$ cat src/rtl/nrisc_pkg.sv
// Shared definitions for the nRisc front end: field widths, opcode names
// and the fetch FSM state encoding.
package nrisc_pkg;

  localparam int OP_W   = 3;
  localparam int RA_W   = 3;
  localparam int RB_W   = 2;
  localparam int DATA_W = 8;

  localparam logic [OP_W-1:0] OP_ADD = 3'd0;
  localparam logic [OP_W-1:0] OP_SUB = 3'd1;
  localparam logic [OP_W-1:0] OP_AND = 3'd2;
  localparam logic [OP_W-1:0] OP_OR  = 3'd3;
  localparam logic [OP_W-1:0] OP_LD  = 3'd4;
  localparam logic [OP_W-1:0] OP_ST  = 3'd5;
  localparam logic [OP_W-1:0] OP_LI  = 3'd6;
  localparam logic [OP_W-1:0] OP_JMP = 3'd7;

  typedef enum logic [1:0] {
    ST_FETCH     = 2'd0,
    ST_FETCH_IMM = 2'd1,
    ST_HOLD      = 2'd2
  } fetch_state_e;

endpackage

$ cat src/rtl/instr_field_splitter.sv
// Splits one instruction byte into op/reg_a/reg_b and flags opcodes that
// are followed by an immediate byte.
module instr_field_splitter
  import nrisc_pkg::*;
#(
  parameter logic [DATA_W-1:0] IMM_OP_MASK = 8'b1100_0000
) (
  input  logic [DATA_W-1:0] instr_byte,
  output logic [OP_W-1:0]   op,
  output logic [RA_W-1:0]   ra,
  output logic [RB_W-1:0]   rb,
  output logic              needs_imm
);

  assign op        = instr_byte[7:5];
  assign ra        = instr_byte[4:2];
  assign rb        = instr_byte[1:0];
  assign needs_imm = IMM_OP_MASK[instr_byte[7:5]];

endmodule

$ cat src/rtl/instr_fetch_decoder.sv
// Instruction fetch and field decode for the 8-bit nRisc pipeline, with
// two-byte immediate instructions, downstream stall and branch redirect.
module instr_fetch_decoder
  import nrisc_pkg::*;
#(
  parameter logic [7:0] RESET_PC    = 8'h00,
  parameter logic [7:0] IMM_OP_MASK = 8'b1100_0000
) (
  input  logic       clock,
  input  logic       reset,
  output logic [7:0] imem_addr,
  output logic       imem_req,
  input  logic [7:0] imem_data,
  input  logic       imem_ack,
  input  logic       stall,
  input  logic       branch_taken,
  input  logic [7:0] branch_target,
  output logic [2:0] operation,
  output logic [2:0] reg_a,
  output logic [1:0] reg_b,
  output logic [7:0] immediate,
  output logic       instr_valid,
  output logic [7:0] pc_out
);

  fetch_state_e      state;
  logic              pend_imm;
  logic [7:0]        pc;
  logic [7:0]        first_byte;
  logic [7:0]        first_addr;
  logic [OP_W-1:0]   split_op;
  logic [RA_W-1:0]   split_ra;
  logic [RB_W-1:0]   split_rb;
  logic              split_imm;
  logic [DATA_W-1:0] split_byte;
  logic              fetching;
  logic              fire;

  // In FETCH_IMM the fields come from the saved first byte, not the bus.
  assign split_byte = (state == ST_FETCH_IMM) ? first_byte : imem_data;

  instr_field_splitter #(
    .IMM_OP_MASK(IMM_OP_MASK)
  ) u_splitter (
    .instr_byte(split_byte),
    .op        (split_op),
    .ra        (split_ra),
    .rb        (split_rb),
    .needs_imm (split_imm)
  );

  assign imem_addr = pc;
  assign fetching  = (state == ST_FETCH) || (state == ST_FETCH_IMM);
  assign imem_req  = reset && fetching && !branch_taken && (!instr_valid || !stall);
  assign fire      = imem_req && imem_ack;

  always_ff @(posedge clock) begin
    if (!reset) begin
      state       <= ST_FETCH;
      pend_imm    <= 1'b0;
      pc          <= RESET_PC;
      first_byte  <= '0;
      first_addr  <= '0;
      operation   <= '0;
      reg_a       <= '0;
      reg_b       <= '0;
      immediate   <= '0;
      pc_out      <= '0;
      instr_valid <= 1'b0;
    end else if (branch_taken) begin
      pc          <= branch_target;
      state       <= ST_FETCH;
      pend_imm    <= 1'b0;
      instr_valid <= 1'b0;
    end else begin
      case (state)
        ST_FETCH, ST_FETCH_IMM: begin
          if (fire) begin
            pc <= pc + 8'd1;
            if (state == ST_FETCH && split_imm) begin
              // fire implies the slot is free, so any held instruction is consumed
              first_byte  <= imem_data;
              first_addr  <= pc;
              instr_valid <= 1'b0;
              state       <= ST_FETCH_IMM;
            end else begin
              operation   <= split_op;
              reg_a       <= split_ra;
              reg_b       <= split_rb;
              immediate   <= (state == ST_FETCH_IMM) ? imem_data : 8'h00;
              pc_out      <= (state == ST_FETCH_IMM) ? first_addr : pc;
              instr_valid <= 1'b1;
              state       <= ST_FETCH;
            end
          end else if (instr_valid && stall) begin
            pend_imm <= (state == ST_FETCH_IMM);
            state    <= ST_HOLD;
          end else if (instr_valid) begin
            instr_valid <= 1'b0;
          end
        end
        ST_HOLD: begin
          if (!stall) begin
            instr_valid <= 1'b0;
            state       <= pend_imm ? ST_FETCH_IMM : ST_FETCH;
          end
        end
        default: state <= ST_FETCH;
      endcase
    end
  end

endmodule
$ cat config.mk
export PLATFORM = sky130hd
export DESIGN_NAME = instr_fetch_decoder
export DESIGN_NICKNAME = d
export VERILOG_FILES = /design/src/rtl/nrisc_pkg.sv /design/src/rtl/instr_field_splitter.sv /design/src/rtl/instr_fetch_decoder.sv
export SDC_FILE = /design/constraint.sdc
export NUM_CORES = 1
export LEC_CHECK = 0
export CAP_MARGIN = 40
export CORE_MARGIN = 10
export CORE_UTILIZATION = 49
export DETAILED_ROUTE_END_ITERATION = 16
export PLACE_DENSITY = 0.86
export SETUP_SLACK_MARGIN = 0.15
export SLEW_MARGIN = 15
export SYNTH_ARGS = -nofsm -noshare
export SYNTH_HDL_FRONTEND = slang
export SYNTH_SLANG_ARGS = --single-unit
$ cat constraint.sdc
create_clock -name clock -period 2 [get_ports clock]
set_input_delay 0.2 -clock clock [delete_from_list [all_inputs] [get_ports clock]]
set_output_delay 0.2 -clock clock [all_outputs]
set_load 0.02 [all_outputs]
==> results.py <==
metrics = {
    "die": {
        "num_rows": 24,
        "initial_core_util_pct": 50.9,
        "die_y_um": 87.5,
        "die_width_um": 87.5,
        "die_area_sq_um": 7660,
        "fp.coreArea_sq_um": 4380,
        "io_pins": 55,
    },
    "synth": {
        "avgSynthCellArea_sq_um": 8.69,
        "synth.net_count": 279,
        "synth_edf_count": 0,
        "synth_ff_type": "dfxtp_1",
        "async_reset_ff_share_pct": 0,
        "syn_inst": 257,
        "yosys_warnings": 0,
        "synth_area_leader_cell": "dfxtp_1",
        "synthTopCellsByArea": "dfxtp_1 47%, nand2_1 8.2%, mux2i_1 7.6%",
        "synth_area_sq_um": 2230,
        "yosysTopAreaCellShare_pct": 46.6,
        "ys_seq_elements": 52,
        "yosysSeqAreaShare_pct": 46.6,
        "synth_cell_types": 38,
        "yosys-top-cells-count": "52 x dfxtp_1, 49 x nand2_1, 40 x nor2_1, 17 x mux2i_1, 16 x a311oi_1",
        "yosysMostFrequentCell": "dfxtp_1",
    },
    "placement": {
        "dpl.hpwl_mm": 3.98,
        "gp_congestion": 0.877,
        "port_buffers": 54,
        "postPlaceCellArea_sq_um": 2890,
    },
    "clock_network": {
        "clk_transition_reported_paths_ns": 0.09,
        "worst_skew_pair.late_latency_ns": 0.30,
        "cts_root_buffer": "clkbuf_8",
        "h-tree-depth": 2,
        "ctsLongestPathBuffers": 2,
        "cts_tree": "built",
        "numCtsBuffers": 5,
        "cts_sinks": 52,
    },
    "worst_setup_path": {
        "crit_path_start_kind": "register",
        "crit_arrival_ns": 1.91,
        "cp.required_ns": 2.17,
        "criticalPathCategory": "register to register",
        "end_kind": "register",
        "crit_fanout": 9,
    },
    "timing": {
        "rsz0062_at_grt": "no",
        "slew_headroom_pct": 70.0,
        "hold_ws_ns": 0.451,
        "skew_ns": 0.00786,
        "maxSlewViolCount": 0,
        "period_needed_ns": 1.74,
        "setup_viol": 0,
        "tightest_slew_ns": 0.446,
        "fmax_mhz": 576,
        "min_period_over_period_pct": 86.9,
        "finalHoldViolCount": 0,
    },
    "global_routing": {
        "gr-total-overflow": 0,
        "antenna_found_initial": 0,
        "grt_first_pass_wirelength_mm": 9.28,
        "grt_max_degree": 45,
        "grt_pass1_vias": 1977,
        "grt_usage_pct": 14.7,
    },
    "detailed_routing": {
        "postRouteWirelength_mm": 5.46,
        "drt-wirelength-per-cell_um": 14.9,
        "drt-initial-drc-count": 166,
        "num_vias": 2012,
        "drc": 0,
        "drtAntennaViolNets": 0,
        "viasPerCell": 5.48,
        "first_pass_iters": 4,
    },
    "hold_path": {
        "hold_path_class": "register to register",
    },
    "finish": {
        "area_growth_pct": 34.4,
        "num_antenna_cells": 0,
        "utilization_pct": 68.5,
        "layout-drive-gt1-share_pct": 8.25,
        "fillers": 373,
        "nNetsFinal": 336,
        "postLayoutCellArea_sq_um": 3000,
    },
    "run": {
        "maxCapViolations": 0,
    },
    "power_and_ir_drop": {
        "vdd_drop_max_uv": 405,
        "total_leakage_power_uw": 0.00104,
        "p_per_area_nw_per_um2": 700,
    },
    "run_status": {
        "status": "complete, no violations",
    },
}
==> metal layers <==
layer / share of wire (%) / track usage [%] / vias to the layer above
met5: 0 / 0 / -
met2: 48 / 23.9 / 55
met4: 1.6 / 3.77 / 0
li1: - / - / 1019
met1: 42 / 17.4 / 927
met3: 7.8 / 6.27 / 11
==> worst paths after layout <==
path / from / slack [ns] / end / depth (start not counted)
setup reg to reg: state[1] / 0.26 / imem_addr[5] / 5
hold / removal: immediate[0] / 0.45 / immediate[0] / 2
setup / recovery: state[1] / 0.26 / imem_addr[5] / 5
hold reg to reg: immediate[0] / 0.45 / immediate[0] / 2
==> critical path: stages, from the launching register on <==
cell	delay (ns)
dfxtp_1	0.40
a21o_4	0.25
or2_1	0.28
buf_4	0.17
o311ai_0	0.37
a31oi_1	0.13
==> timing repair <==
| item | 4_1_cts | 5_1_grt |
|---|---|---|
| resized for setup | 1 | 1 |
| endpoints found under the setup margin | 1 | 12 |
| hold buffers | 0 | 0 |
| setup buffers | 0 | 0 |
==> cells in the final DEF (no fill, tap or decap), drive strengths merged, types with 2 or more instances in the layout <==
cell type      instances
clkdlybuf4s50         53
dfxtp                 52
nand2                 49
nor2                  40
mux2i                 17
a311oi                16
a21oi                 14
buf                   14
nand3                  9
clkbuf                 6
a31oi                  5
o21ai                  5
nand4b                 3
inv                    3
clkinv                 2
o311ai                 2
or4                    2
xor2                   2
nand2b                 2
nor4                   2
==> registers in the layout (all words and copies together) (netlist names) <==
name	flops
first_addr	8
first_byte	8
imem_addr	8
immediate	8
pc_out	8
operation	3
reg_a	3
reg_b	2
state	2
instr_valid	1
pend_imm	1
==> area by class of cell <==
class / count / area (sq um) / share of cell area [%]
clock buffers: 6 / 72.6 / 2.42
repair buffers: 68 / 682 / 22.7
clock inverters: 2 / 38.8 / 1.29
flip-flops and latches: 52 / 1040 / 34.7
inverters: 4 / 15.0 / 0.500
well taps: 52 / 65.1 / 2.17
multi-input cells: 183 / 1090 / 36.2
==> metrics by stage <==
step	TNS, ns	cells	worst slack (ns)	total power (uW)
after detailed placement	-0.0409	359	-0.0409	1410
final	0	367	0.263	2100
after global placement	0	359	0.0824	1410
after floorplan	0	257	0.285	1260
after CTS	0	367	0.213	2120
after global routing	0	367	0.154	2200
==> logic make-up after synthesis <==
logic type               synth area share [%]
AO/OA/AOI/OAI                            15.6
XOR/XNOR                                0.784
adder cells (fa/ha/maj)                 0.560
buffers and inverters                    5.32
flip-flops                               46.6
multiplexers                             7.62
AND/OR/NAND/NOR                          23.5
==> where the power goes <==
part           total, uW  internal [uW]  switching (uW)  leakage [uW]
Combinational        293            143             150      0.000564
Sequential          1100           1070            30.0      0.000423
Clock                713            378             335     0.0000558
Total               2100           1590             515       0.00104
Power figures use the tool's default switching activity.
==> RTL edit 1: new RTL, config.mk and constraints unchanged <==
Encoding of `fetch_state_e`: now one-hot (3 bits for 3 states).
--- a/src/rtl/nrisc_pkg.sv
+++ b/src/rtl/nrisc_pkg.sv
@@ -16,10 +16,10 @@
   localparam logic [OP_W-1:0] OP_LI  = 3'd6;
   localparam logic [OP_W-1:0] OP_JMP = 3'd7;
 
-  typedef enum logic [1:0] {
-    ST_FETCH     = 2'd0,
-    ST_FETCH_IMM = 2'd1,
-    ST_HOLD      = 2'd2
+  typedef enum logic [2:0] {
+    ST_FETCH     = 3'b001,
+    ST_FETCH_IMM = 3'b010,
+    ST_HOLD      = 3'b100
   } fetch_state_e;
 
 endpackage
Function: no difference found for any inputs over 4 cycles, from zero or initial values and one cycle with reset low; so few cycles prove little.
==> RTL edit 1 against the original RTL <==
Routed wire length is 26% higher. Sequential cell count is 1 higher. Combinational power is 43% higher. Setup slack worse by 0.028 ns. Non-clock buffer count is 9 higher. Die area is 5.6% higher. Synthesized area is 7.2% higher. Design area is 8.6% higher. Power is 9.2% higher. Clock power is 4.6% higher. Critical path type unchanged. Fmax is 1.6% lower. Global-route usage is 1.2 points higher.
==> RTL edit 1: results (changes against the original RTL) <==
{| class="wikitable"
! Metric !! Value
|-
| Final net count || 350 (was 336)
|-
| Met2 Usage GRT || 0.270 (was 0.239)
|-
| Worst vdd ir || 0.000356 V (was 0.000405 V)
|-
| Leak Pwr || 1.10 nW (was 1.04 nW)
|-
| Net Switching || 0.000639 W (was 0.000515 W)
|-
| Vias in the first global route || 2154 (was 1977)
|-
| Worst path slowest cell || dfxtp_2 (was dfxtp_1)
|-
| Share of Yosys cell area claimed by the top area cell type || 0.443 (was 0.466)
|-
| Fraction of final layout cells with drive strength greater than 1 || 0.119 (was 0.0825)
|-
| Crit Path Max Fanout || 24 (was 9)
|-
| Minimum hold slack || 0.483 ns (was 0.451 ns)
|-
| Endpoint, Worst Hold || immediate[4]$_SDFFE_PN0P_ (was immediate[0]$_SDFFE_PN0P_)
|-
| Number of search-and-repair iterations in the first detailed-routing pass || 5 (was 4)
|-
| Power drawn by the clock network || 0.000746 W (was 0.000713 W)
|-
| Area share of xor/xnor cells in the synthesized design || 0.0183 (was 0.00784)
|-
| Total length of routed met2 wires || 3.45 mm (was 2.63 mm)
|-
| Internal reg-to-reg setup slack || 0.24 ns (was 0.26 ns)
|-
| Adder-cell area share of the yosys netlist || 0.00522 (was 0.00560)
|-
| Multiplexer share of the synthesized area || 0.130 (was 0.0762)
|-
| Sum of routed wire segments on met1 || 2.88 mm (was 2.32 mm)
|-
| Detailed placement HPWL || 4.98 mm (was 3.98 mm)
|-
| P&R area growth vs syn || 36.2% (was 34.4%)
|-
| Global-route wire length before repair || 10.9 mm (was 9.28 mm)
|-
| Final clock skew || 0.0114 ns (was 0.00786 ns)
|-
| Net Count, Synth || 283 (was 279)
|-
| Placer congestion estimate || 0.910 (was 0.877)
|-
| Sequential cell fraction of total power || 0.493 (was 0.521)
|-
| Largest incremental delay on the critical path || 0.43 ns (was 0.40 ns)
|-
| Largest net degree at the start of global routing || 30 (was 45)
|-
| Number of instances resized during post-cts repair || 2 (was 1)
|-
| Area of placed instances || 3140 um2 (was 2890 um2)
|-
| Capturing element of the worst setup path || pc_out[4]$_SDFFE_PN0P_ (was imem_addr[5]$_SDFFE_PN0P_)
|-
| Violation count after the first detailed-routing iteration || 257 (was 166)
|-
| Outcome || finished clean (unchanged)
|-
| Combined global-route utilization of all metal layers || 0.159 (was 0.147)
|-
| Worst slew margin relative to its limit || 0.729 (was 0.700)
|-
| Via count || 2286 (was 2012)
|}
==> RTL edit 1: cell count changes after synthesis, moves of 4 or more <==
cell / unedited run / this run
nor2_1: 40 / 26
nand2_1: 49 / 5
o21ai_0: 5 / 16
a311oi_1: 16 / 0
a31oi_1: 5 / 1
nand4_1: 0 / 10
a211oi_1: 1 / 16
a21oi_1: 14 / 34
mux2i_1: 17 / 31
==> RTL edit 1: stage by stage <==
stage,worst slack (ns),cells,setup TNS (ns)
after detailed placement,0.0577,388,0
final,0.235,396,0
after global routing,0.215,396,0
after floorplan,0.200,261,0
after global placement,-0.126,387,-1.93
after CTS,0.171,396,0
==> RTL edit 1: final cells by class <==
| cell class | instances | share of cell area |
|---|---|---|
| Clock buffer | 5 | 0.0211 |
| Clock inverter | 3 | 0.0134 |
| Inverter | 3 | 0.00345 |
| Multi-Input combinational cell | 188 | 0.381 |
| Sequential cell | 53 | 0.326 |
| Tap cell | 67 | 0.0257 |
| Timing Repair Buffer | 77 | 0.230 |
==> RTL edit 2: new RTL, same settings <==
Without the edit above. Reset style: asynchronous (`reset`), changed in one clocked block.
--- a/src/rtl/instr_fetch_decoder.sv
+++ b/src/rtl/instr_fetch_decoder.sv
@@ -54,7 +54,7 @@
   assign imem_req  = reset && fetching && !branch_taken && (!instr_valid || !stall);
   assign fire      = imem_req && imem_ack;
 
-  always_ff @(posedge clock) begin
+  always_ff @(posedge clock or negedge reset) begin
     if (!reset) begin
       state       <= ST_FETCH;
       pend_imm    <= 1'b0;
Formal check against the unedited RTL: differs if reset is asserted again (counterexample within 4 cycles, from zero or initial values and one cycle with reset low); with reset held inactive, the same outputs for 4 cycles.
==> RTL edit 2 against the original RTL <==
Critical path depth decreased by 1. Routed wire length increased by 5.7%. Sequential share of layout area increased by 4.8 points. Synthesized area increased by 12%. Count of clock-buffer cells in the layout decreased by 1. Clock skew decreased by 0.0044 ns. Setup slack got worse by 0.066 ns. Global-route usage decreased by 0.38 points. Sequential cell count unchanged. Design area increased by 10%. Worst hold slack got worse by 0.16 ns.
Power is not compared: it rests on default switching activity, and its combinational part moved more than twofold at a synthesized area within 25%.
==> RTL edit 2: results (changes against the original RTL) <==
{| class="wikitable"
! Metric !! Value
|-
| Outcome || finished clean (unchanged)
|-
| Classification of the worst-slack hold path || input pin to async pin (was register to register)
|-
| Share of flip-flops with an asynchronous set or reset || 1.00 (was 0)
|-
| Placed Instances || 325 (was 359)
|-
| Number of buffers created by CTS || 5 (unchanged)
|-
| Crit Path Max Fanout || 15 (was 9)
|-
| Internal reg-to-reg setup slack || 0.20 ns (was 0.26 ns)
|-
| Placer congestion estimate || 0.886 (was 0.877)
|-
| Final net count || 290 (was 336)
|-
| Crit Reg-Reg Startpoint || state[1]$_DFFE_PN0P_ (was state[1]$_SDFFE_PP0P_)
|-
| Clock network latency to the later pin of the worst-skew pair || 0.30 ns (about the same)
|-
| Top cells by area in the synthesized netlist || dfrtp_1, mux2_2, mux2i_1 (was dfxtp_1, nand2_1, mux2i_1)
|-
| Warnings from Yosys || 0 (unchanged)
|-
| CP top delay family || compound AO/OA/AOI/OAI gates (unchanged)
|-
| Area of the core region || 4850 um2 (was 4380 um2)
|-
| Combined global-route utilization of all metal layers || 0.143 (was 0.147)
|-
| Worst flop-to-flop path endpoint || imem_addr[4]$_DFFE_PN0P_ (was imem_addr[5]$_SDFFE_PN0P_)
|-
| Final clock skew || 0.00350 ns (was 0.00786 ns)
|-
| Seq/Total Area, Yosys || 0.519 (was 0.466)
|-
| Largest incremental delay on the critical path || 0.48 ns (was 0.40 ns)
|-
| Final wirelength || 5.77 mm (was 5.46 mm)
|-
| Via count || 1820 (was 2012)
|-
| WP data arrival || 2.01 ns (was 1.91 ns)
|-
| Antenna violations before repair || 0 (unchanged)
|-
| Fraction of final layout cells with drive strength greater than 1 || 0.272 (was 0.0825)
|-
| Number of distinct library cells after synthesis || 40 (was 38)
|-
| Max Root-Sink Buffers || 2 (unchanged)
|-
| Routed WL per cell || 17.2 um (was 14.9 um)
|-
| Worst vdd ir || 0.000632 V
|-
| Number of search-and-repair iterations in the first detailed-routing pass || 4 (unchanged)
|-
| Vias in the first global route || 1951 (was 1977)
|-
| Worst Max-Slew Pin Slew || 0.420 ns (was 0.446 ns)
|-
| Worst-path clk slew || 0.09 ns (about the same)
|-
| Cells after Synth || 205 (was 257)
|-
| Leak Pwr || 1.33 nW
|-
| Antenna cells || 0 (unchanged)
|-
| H-tree Lvls || 2 (unchanged)
|-
| Largest net degree at the start of global routing || 35 (was 45)
|-
| Number of filler instances in the final layout || 362 (was 373)
|-
| Net Count, Synth || 227 (was 279)
|-
| Global-route wire length before repair || 9.85 mm (was 9.28 mm)
|-
| Synth top cells by count || dfrtp_1, mux2_2, inv_1, mux2i_1, nand2_1 (was dfxtp_1, nand2_1, nor2_1, mux2i_1, a311oi_1)
|-
| Worst path slowest cell || dfrtp_2 (was dfxtp_1)
|-
| Crit Path Category || register to register (unchanged)
|-
| Detailed placement HPWL || 4.27 mm (was 3.98 mm)
|-
| Violation count after the first detailed-routing iteration || 118 (was 166)
|-
| Minimum hold slack || 0.286 ns (was 0.451 ns)
|-
| Sum of negative setup slack || 0 ns (unchanged)
|}
-- RTL edit 2: changes by cell type after synthesis, sizes merged, moves of 6 or more --
cell	delta
a21oi	-14
a311oi	-15
clkbuf	-6
dfrtp	+52
dfxtp	-52
inv	+12
mux2	+44
mux2i	-6
nand2	-39
nor2	-34
-- RTL edit 2: timing repair --
action | 4_1_cts | 5_1_grt
hold buffers | 1 | 0
resized for setup | 1 | 5
gates cloned | 0 | 0
setup endpoints to repair | 1 | 19
setup buffers | 0 | 2
hold endpoints to repair | 18 | 0
pin swaps | 0 | 1
-- RTL edit 2: stage by stage --
step	worst slack [ns]	area (um2)
2_1_floorplan	0.180	2510
3_3_place_gp	-0.00117	3190
3_5_place_dp	-0.0662	3190
4_1_cts	0.198	3280
5_1_grt	0.147	3310
6_report	0.197	3310
-- RTL edit 2: report_power, final --
group | switching [W] | internal (W) | leakage, nW | total, W
clock network | 0.000329 | 0.000237 | 0.0400 | 0.000566
registers | 0.000144 | 0.00126 | 0.631 | 0.00140
logic | 0.000363 | 0.000445 | 0.656 | 0.000808
-- RTL edit 2: layer usage --
layer  wire [um]  GRT usage  up-vias
li1            -          -      863
met1        2430      0.162      915
met2        3030      0.254       36
met3         233     0.0379        6
met4          78     0.0470        0
met5           0          0        -
-- RTL edit 2: area by class of cell --
class,count,area (um2),area share
Clock buffer,5,68.8,0.0208
Clock inverter,2,12.5,0.00378
Inverter,14,52.6,0.0159
Multi-Input combinational cell,127,1090,0.330
Sequential cell,52,1310,0.395
Tap cell,67,83.8,0.0253
Timing Repair Buffer,68,692,0.209
-- RTL edit 2: logic make-up after synthesis --
group / synth area share
mux: 0.242
fa+ha+maj: 0.00499
buf+inv: 0.0474
flops: 0.519
simple gates: 0.114
compound gates: 0.0724
